<file path="config.mk">
export PLATFORM = sky130hd
export DESIGN_NAME = uart_rx_fsm
export DESIGN_NICKNAME = d
export VERILOG_FILES = /design/src/rtl/uart_pkg.sv /design/src/rtl/uart_baud_cnt.sv /design/src/rtl/uart_rx_fsm.sv
export SDC_FILE = /design/constraint.sdc
export NUM_CORES = 1
export LEC_CHECK = 0
export ABC_AREA = 1
export CORE_ASPECT_RATIO = 0.8
export CORE_MARGIN = 2
export CORE_UTILIZATION = 55
export CTS_CLUSTER_SIZE = 28
export DETAILED_ROUTE_END_ITERATION = 12
export GPL_TIMING_DRIVEN = 0
export PLACE_DENSITY_LB_ADDON = 0.08
export SYNTH_ARGS = -nofsm -noshare
export SYNTH_HDL_FRONTEND = slang
export SYNTH_SLANG_ARGS = --single-unit
</file>
<file path="constraint.sdc">
create_clock -name clk -period 1.7 [get_ports clk]
set_input_delay 0.34 -clock clk [delete_from_list [all_inputs] [get_ports clk]]
set_output_delay 0.34 -clock clk [all_outputs]
set_load 0.02 [all_outputs]
</file>
<file path="src/rtl/uart_pkg.sv">
// Shared UART definitions used by the receiver and transmitter.
// Contents:
//   state_t    - receiver state encoding
//   PAR_*      - parity-mode values for the P parameter
//   DATA_BITS  - payload bits per frame
package uart_pkg;

  typedef enum logic [2:0] {
    IDLE   = 3'd0,
    START  = 3'd1,
    DATA   = 3'd2,
    PARITY = 3'd3,
    STOP   = 3'd4,
    BREAK  = 3'd5
  } state_t;

  localparam int PAR_NONE  = 0;
  localparam int PAR_EVEN  = 1;
  localparam int PAR_ODD   = 2;

  localparam int DATA_BITS = 8;

endpackage

</file>
<file path="src/rtl/uart_baud_cnt.sv">
// Per-bit clock counter for the UART receiver.
// Ports:
//   clk, reset  - system clock, asynchronous active-high reset
//   clear       - restart counting from zero on the next edge
//   half_tick   - counter is at the middle of a bit (TIMER/2-1)
//   full_tick   - counter is at the end of a bit period (TIMER-1)
module uart_baud_cnt #(
  parameter int TIMER = 10
) (
  input  logic clk,
  input  logic reset,
  input  logic clear,
  output logic half_tick,
  output logic full_tick
);

  localparam int CW = (TIMER > 1) ? $clog2(TIMER) : 1;

  logic [CW-1:0] cnt;

  // Free-running between clears; wrapping while idle is harmless because
  // every state that uses a tick is entered with a clear.
  always_ff @(posedge clk or posedge reset) begin
    if (reset)      cnt <= '0;
    else if (clear) cnt <= '0;
    else            cnt <= cnt + CW'(1);
  end

  assign half_tick = (cnt == CW'(TIMER/2 - 1));
  assign full_tick = (cnt == CW'(TIMER - 1));

endmodule

</file>
<file path="src/rtl/uart_rx_fsm.sv">
// UART receiver: 1 start bit, 8 data bits LSB first, optional parity,
// 1 stop bit. The line is sampled at mid-bit.
// Parameters:
//   TIMER - clock cycles per bit (>= 4)
//   P     - parity mode: 0 none, 1 even, 2 odd
// Ports:
//   clk, reset  - system clock, asynchronous active-high reset
//   rx          - serial line, idle high, asynchronous to clk
//   data_rx     - last received byte
//   rx_done     - one-cycle strobe when data_rx and flags update
//   parity_err  - parity mismatch on the last frame
//   frame_err   - stop bit sampled low on the last frame
//   busy        - receiver is anywhere other than IDLE
module uart_rx_fsm
  import uart_pkg::*;
#(
  parameter int TIMER = 10,
  parameter int P     = 0
) (
  input  logic       clk,
  input  logic       reset,
  input  logic       rx,
  output logic [7:0] data_rx,
  output logic       rx_done,
  output logic       parity_err,
  output logic       frame_err,
  output logic       busy
);

  localparam int BW = $clog2(DATA_BITS);

  state_t                 state, state_nxt;
  logic                   rx_m, rx_s;
  logic                   half_tick, full_tick, cnt_clr;
  logic                   start_smp, data_smp, par_smp, stop_smp;
  logic [BW-1:0]          bit_idx;
  logic [DATA_BITS-1:0]   shift;
  logic                   par_err_hold;

  // Expected parity bit for a given payload under the configured mode.
  function automatic logic parity_bit(input logic [DATA_BITS-1:0] d);
    return (P == PAR_EVEN) ? (^d) : ~(^d);
  endfunction

  // Two-flop synchronizer; resets to the idle line level so reset release
  // never looks like a start edge.
  always_ff @(posedge clk or posedge reset) begin
    if (reset) begin
      rx_m <= 1'b1;
      rx_s <= 1'b1;
    end else begin
      rx_m <= rx;
      rx_s <= rx_m;
    end
  end

  uart_baud_cnt #(.TIMER(TIMER)) u_baud_cnt (
    .clk       (clk),
    .reset     (reset),
    .clear     (cnt_clr),
    .half_tick (half_tick),
    .full_tick (full_tick)
  );

  // State register
  always_ff @(posedge clk or posedge reset) begin
    if (reset) state <= IDLE;
    else       state <= state_nxt;
  end

  // Next-state logic
  always_comb begin
    state_nxt = state;
    unique case (state)
      IDLE:   if (!rx_s) state_nxt = START;
      START:  if (half_tick) state_nxt = rx_s ? IDLE : DATA;
      DATA:   if (full_tick && (bit_idx == BW'(DATA_BITS - 1)))
                state_nxt = (P != PAR_NONE) ? PARITY : STOP;
      PARITY: if (full_tick) state_nxt = STOP;
      STOP:   if (full_tick) state_nxt = rx_s ? IDLE : BREAK;
      BREAK:  if (rx_s) state_nxt = IDLE;
      default: state_nxt = IDLE;
    endcase
  end

  // Output / control decode
  always_comb begin
    start_smp = (state == START)  && half_tick;
    data_smp  = (state == DATA)   && full_tick;
    par_smp   = (state == PARITY) && full_tick;
    stop_smp  = (state == STOP)   && full_tick;
    cnt_clr   = (state_nxt != state) || start_smp || data_smp ||
                par_smp || stop_smp;
    busy      = (state != IDLE);
  end

  // Payload shift register: new bit enters at the MSB so the LSB-first
  // stream lands in natural bit order after eight shifts.
  always_ff @(posedge clk) begin
    if (data_smp) shift <= {rx_s, shift[DATA_BITS-1:1]};
  end

  always_ff @(posedge clk or posedge reset) begin
    if (reset) begin
      bit_idx      <= '0;
      par_err_hold <= 1'b0;
    end else begin
      if (start_smp) begin
        bit_idx      <= '0;
        par_err_hold <= 1'b0;
      end else if (data_smp) begin
        bit_idx <= bit_idx + BW'(1);
      end
      if (par_smp) par_err_hold <= (rx_s != parity_bit(shift));
    end
  end

  // Frame results update only on the stop-bit sample and hold otherwise.
  always_ff @(posedge clk or posedge reset) begin
    if (reset) begin
      data_rx    <= 8'h00;
      rx_done    <= 1'b0;
      parity_err <= 1'b0;
      frame_err  <= 1'b0;
    end else begin
      rx_done <= stop_smp;
      if (stop_smp) begin
        data_rx    <= shift;
        parity_err <= par_err_hold;
        frame_err  <= ~rx_s;
      end
    end
  end

endmodule

</file>
* Yosys cells after proc, flatten, opt, wreduce, memory -nomap -nowiden
Index checks and enable logic that the tools add are counted.
** Storage, ports and cells
- Flip-flop bits (word level) :: 32
- Bits in latches :: 0
- Memory bits (writable) :: 0
- Memory bits (read-only) :: 0
- Input port bits :: 3
- Logic and storage cells :: 53
- Memories kept :: 0
** Cells by class
- Add/sub/neg operators :: 2
- $mul :: 0
- Div/mod/pow operators :: 0
- Magnitude comparators :: 0
- Equal/unequal tests :: 10
- Shift operators :: 0
- Mux-type cells :: 14
- Bitwise gates (word level) :: 2
- Reduce and logical (&&, ||, !) cells :: 14
** Operator list (number)
- 2-to-1 mux 3 bit :: 9
- case mux 3 bit (6 select lines) :: 1
- equality test 3 bit, second input constant :: 3
- parity 8 bit :: 1
- equality test 3 x 2 -> 1 bit, second input constant :: 2
- logical AND 1 bit :: 5
- adder 4 x 1 -> 4 bit, second input constant :: 1
- equality test 4 x 3 -> 1 bit, second input constant :: 1
- equality test 4 bit, second input constant :: 1
- logical OR 1 bit :: 4
- 2-to-1 mux 4 bit :: 1
- nonzero test 2 bit :: 2
- adder 3 x 1 -> 3 bit, second input constant :: 1
- equality test 3 x 1 -> 1 bit, second input constant :: 1
- zero test 3 bit :: 1
- inequality test 3 bit :: 1
- nonzero test 3 bit :: 1
- 2-to-1 mux 1 bit :: 2
- 2-to-1 mux 2 bit :: 1
- NOT 1 bit :: 2
- inequality test 1 bit :: 1

* Depth between registers and ports, before layout
- Depth after elaboration :: 10
- Mapped depth :: 11

* Hierarchy
From an unflattened synthesis, not the netlist that was laid out.
** Unflattened totals
- Cells, all modules :: 166
- Area total of the unflattened synthesis :: 1559.0 sq um
** Modules (own cells, without submodules)
- uart_rx_fsm :: instances 1, cells each 140, area each 1341.3 sq um, sequential area each 743.2 sq um
- uart_baud_cnt :: instances 1, cells each 26, area each 217.7 sq um, sequential area each 100.1 sq um

* Worst setup path after synthesis
Ideal clock, no wire load.
- Kind :: register -> register
- Start point :: reg u_baud_cnt.cnt[1]
- End point :: reg shift[0] (enable)
- Setup time :: 335 ps
- Arrival time :: 1196 ps
- Required time :: 1365 ps
- Slack :: 170 ps
- Stages on the path, launching flop included :: 7
- Path buffers :: 0
- Path through :: dfrtp_1 -> inv_1 -> ha_1 -> nand2_1 -> nor2_2 -> nand2_1 -> inv_1
** On the way
- Longest elaborated chain between the ends :: 2
** RTL lines
- from (decl) :: RTL line uart_baud_cnt.sv:19 : logic [CW-1:0] cnt;
- from (signal assigned) :: RTL line uart_baud_cnt.sv:26 : else cnt <= cnt + CW'(1);
- equality test 4 bit :: RTL line uart_baud_cnt.sv:30 : assign full_tick = (cnt == CW'(TIMER - 1));
- logical AND 1 bit :: RTL line uart_rx_fsm.sv:89 : data_smp = (state == DATA) && full_tick;
- net data_smp :: RTL line uart_rx_fsm.sv:35 : logic start_smp, data_smp, par_smp, stop_smp;
- to (signal assigned) :: RTL line uart_rx_fsm.sv:100 : if (data_smp) shift <= {rx_s, shift[DATA_BITS-1:1]};
- to (decl) :: RTL line uart_rx_fsm.sv:37 : logic [DATA_BITS-1:0] shift;
The timed path passes the listed nets, and every way through them passes these cells.
A chain may end at the register's enable or synchronous reset.

* Worst setup path in the final report
- Start point :: reg state[1]
- End point :: out busy
** On the way
- Longest elaborated chain between the ends :: 1
** RTL lines
- from (decl) :: RTL line uart_rx_fsm.sv:32 : state_t state, state_nxt;
- from (signal assigned) :: RTL line uart_rx_fsm.sv:68 : else state <= state_nxt;
- nonzero test 3 bit :: RTL line uart_rx_fsm.sv:94 : busy = (state != IDLE);
- to (decl) :: RTL line uart_rx_fsm.sv:27 : output logic busy
Every way passes these cells.

==> flow_summary.toml <==
[hold_path]
hold_path_class = "reg -> reg"

[power]
peakVddDrop_v = 0.000661
p_switching_uw = 658
p_int_mw = 1.23
p_leak_nw = 0.955
pwr-share-seq_pct = 48.3
combPwrFrac_pct = 30.8
p_per_area_nw_per_um2 = 978
switching_share_pct = 34.8
clockPowerShare_pct = 21.0

[sta]
relSlewSlack_pct = 39.8
max_clock_freq_ghz = 0.605
setup_violations = 0
fin_crit_ns = 1.65
slew_violations = 0
skew_ns = 0.00633
hold_ws_ns = 0.362
timing.final.crit_share_pct = 97.2
hold_violations = 0
max_slew.worst_pin.slew_ns = 0.903

[setup_path]
endpoint_kind = "output pin"
arrival_ns = 1.31
critPathLaunchType = "flip-flop"
crit_family = "flip-flops"
path_max_fanout = 6
critPathBufInv = 1
path_cells = "nor2_2, nand2_1, dlygate4sd2_1"
worstSetupPathType = "reg -> out"
crit_slowest_cell = "dfrtp_2"
crit_path_max_incr_delay_ns = 0.46
worstPathRequired_ns = 1.36

[clock_network]
cts-root-buf = "clkbuf_4"
clock_latency_ns = 0.32
clock_sinks = 32
clk_pin_slew_ns = 0.09
cts_buffers = 5
cts_tree = "built"
cts_max_level = 2
clock_path_buffers = 2

[placed_design]
port-buffer-count = 14
post-dp-hpwl_um = 2180
place_area_um2 = 1780
place_congestion = 0.820
place_inst = 230

[detailed_routing]
via_count = 1212
antenna_left = 0
drt_iter0_drc = 54
drtPass1Iterations = 4
routed_via_density = 4.97
remaining_drc_errors = 0
drt-total-wl_um = 3090
post_drt_wl_per_cell_um = 12.7

[die]
initial_utilization_pct = 57.9
dieArea_um2 = 3340
rows = 17
core_um2 = 2740
io_pins = 15
die_h_um = 52.1
die_x_um = 64.1

[synthesis]
avgSynthCellArea_um2 = 8.93
ys_ff_latch = 32
syn_area_um2 = 1590
syn_nets = 186
netlist_instances = 178
seq_area_frac_synth_pct = 53.1
ys_types = 23
yosys_warnings = 0

[cells_and_area]
drive_gt1_share_pct = 21.8
layout.cells.non_filler = 244
diodes = 0
layout.nets = 213
area_growth_pct = 21.7
stdcell_area_um2 = 1930

[global_route]
grt_pass1_wl_um = 4980
grt_usage_pct = 20.4
first_global_vias = 1143
grt_max_degree = 25
overflow = 0
antenna_found_initial = 0

[run]
cap_violations = 0

[run_status]
status = "completed"
power by group through the flow:
| stage | sequential [mW] | clock [mW] | combinational, mW |
|---|---|---|---|
| after floorplan | 0.912 | 0 | 0.332 |
| after global placement | 0.926 | 0 | 0.412 |
| after detailed placement | 0.931 | 0 | 0.435 |
| after CTS | 0.915 | 0.402 | 0.428 |
| after global routing | 0.919 | 0.445 | 0.647 |
| final | 0.913 | 0.396 | 0.582 |
cell families (layout without fill, tap and decap cells):
| family | count (synthesis) | after routing | synth area share [%] |
|---|---|---|---|
| simple gates | 104 | 104 | 28.7 |
| flops | 32 | 32 | 53.1 |
| buf+inv | 18 | 46 | 4.64 |
| xor+xnor | 14 | 14 | 7.72 |
| fa+ha+maj | 5 | 5 | 3.94 |
| compound gates | 5 | 5 | 1.97 |
metrics by stage:
step / utilization [%] / power (mW) / setup slack, ns / setup TNS, ns
after floorplan: - / 1.24 / 0.170 / 0
after global placement: 64.8 / 1.34 / 0.0278 / 0
after detailed placement: 64.8 / 1.37 / -0.0437 / -0.348
after CTS: 66.6 / 1.74 / 0.00331 / 0
after global routing: 70.5 / 2.01 / -0.00928 / -0.0149
final: 70.5 / 1.89 / 0.0484 / 0
sequential cells by signal (all words and copies together), names as in the netlist:
name and count:
rx_s 1, data_rx 8, u_baud_cnt.cnt 4, state 3
shift 8, rx_done 1, parity_err 1, bit_idx 3
par_err_hold 1, frame_err 1, rx_m 1
cell usage in the layout (no fill, tap or decap), types with 3 or more instances in the layout:
cell,instances
dfrtp_1,20
clkdlybuf4s50_1,12
buf_2,5
nand2_2,3
edfxtp_1,8
nor2_1,9
xor2_1,7
nor2_2,9
ha_1,3
clkbuf_4,5
nand2_1,63
buf_4,6
nor2_4,3
xnor2_1,7
nand3_2,4
inv_1,9
nand3_1,9
area by class of cell:
| type | count | area (um2) |
|---|---|---|
| plain buffers | 5 | 25.0 |
| clock buffers | 7 | 45.0 |
| clock inverters | 1 | 3.75 |
| fillers | 205 | 811 |
| inverters | 13 | 52.6 |
| multi-input cells | 128 | 727 |
| flip-flops and latches | 32 | 846 |
| well taps | 38 | 47.5 |
| repair buffers | 20 | 186 |
per-layer routing:
metal | GRT usage, % | vias to the layer above | part of all wire (%)
li1 | - | 617 | -
met1 | 25.4 | 566 | 46
met2 | 33.2 | 25 | 49
met3 | 6.71 | 4 | 4.5
met4 | 8.51 | 0 | 1.2
met5 | 0 | - | 0
worst paths after layout:
check,slack (ns),cells after the start,start,end
setup / recovery,0.05,3,state[1],busy
hold / removal,0.36,0,rx_m,rx_s
setup reg to reg,0.11,11,u_baud_cnt.cnt[1],u_baud_cnt.cnt[0]
hold reg to reg,0.36,0,rx_m,rx_s
max in group asynchronous,0.59,2,reset,state[1]
min in group asynchronous,0.50,2,reset,state[0]
cells in the mapped netlist, drive strengths merged:
cell type	instances	area (um2)
xnor2	7	61.3
ha	5	62.6
a21oi	2	10.0
nand2	67	254
edfxtp	8	240
nand3b	1	7.51
o221ai	1	8.76
o21ai	1	5.00
dfrtp	22	551
nand4	2	12.5
nand3	13	80.1
nor2	21	101
dfstp	2	52.6
clkinv	1	3.75
inv	12	45.0
xor2	7	61.3
buf	5	25.0
o211ai	1	7.51
what timing repair did:
item | 4_1_cts | 5_1_grt
hold buffers | 0 | 0
setup endpoints to repair | 10 | 17
buffers inserted | 0 | 6
pin swaps | 0 | 5
resized for setup | 2 | 19
(Power assumes the default switching activity.)
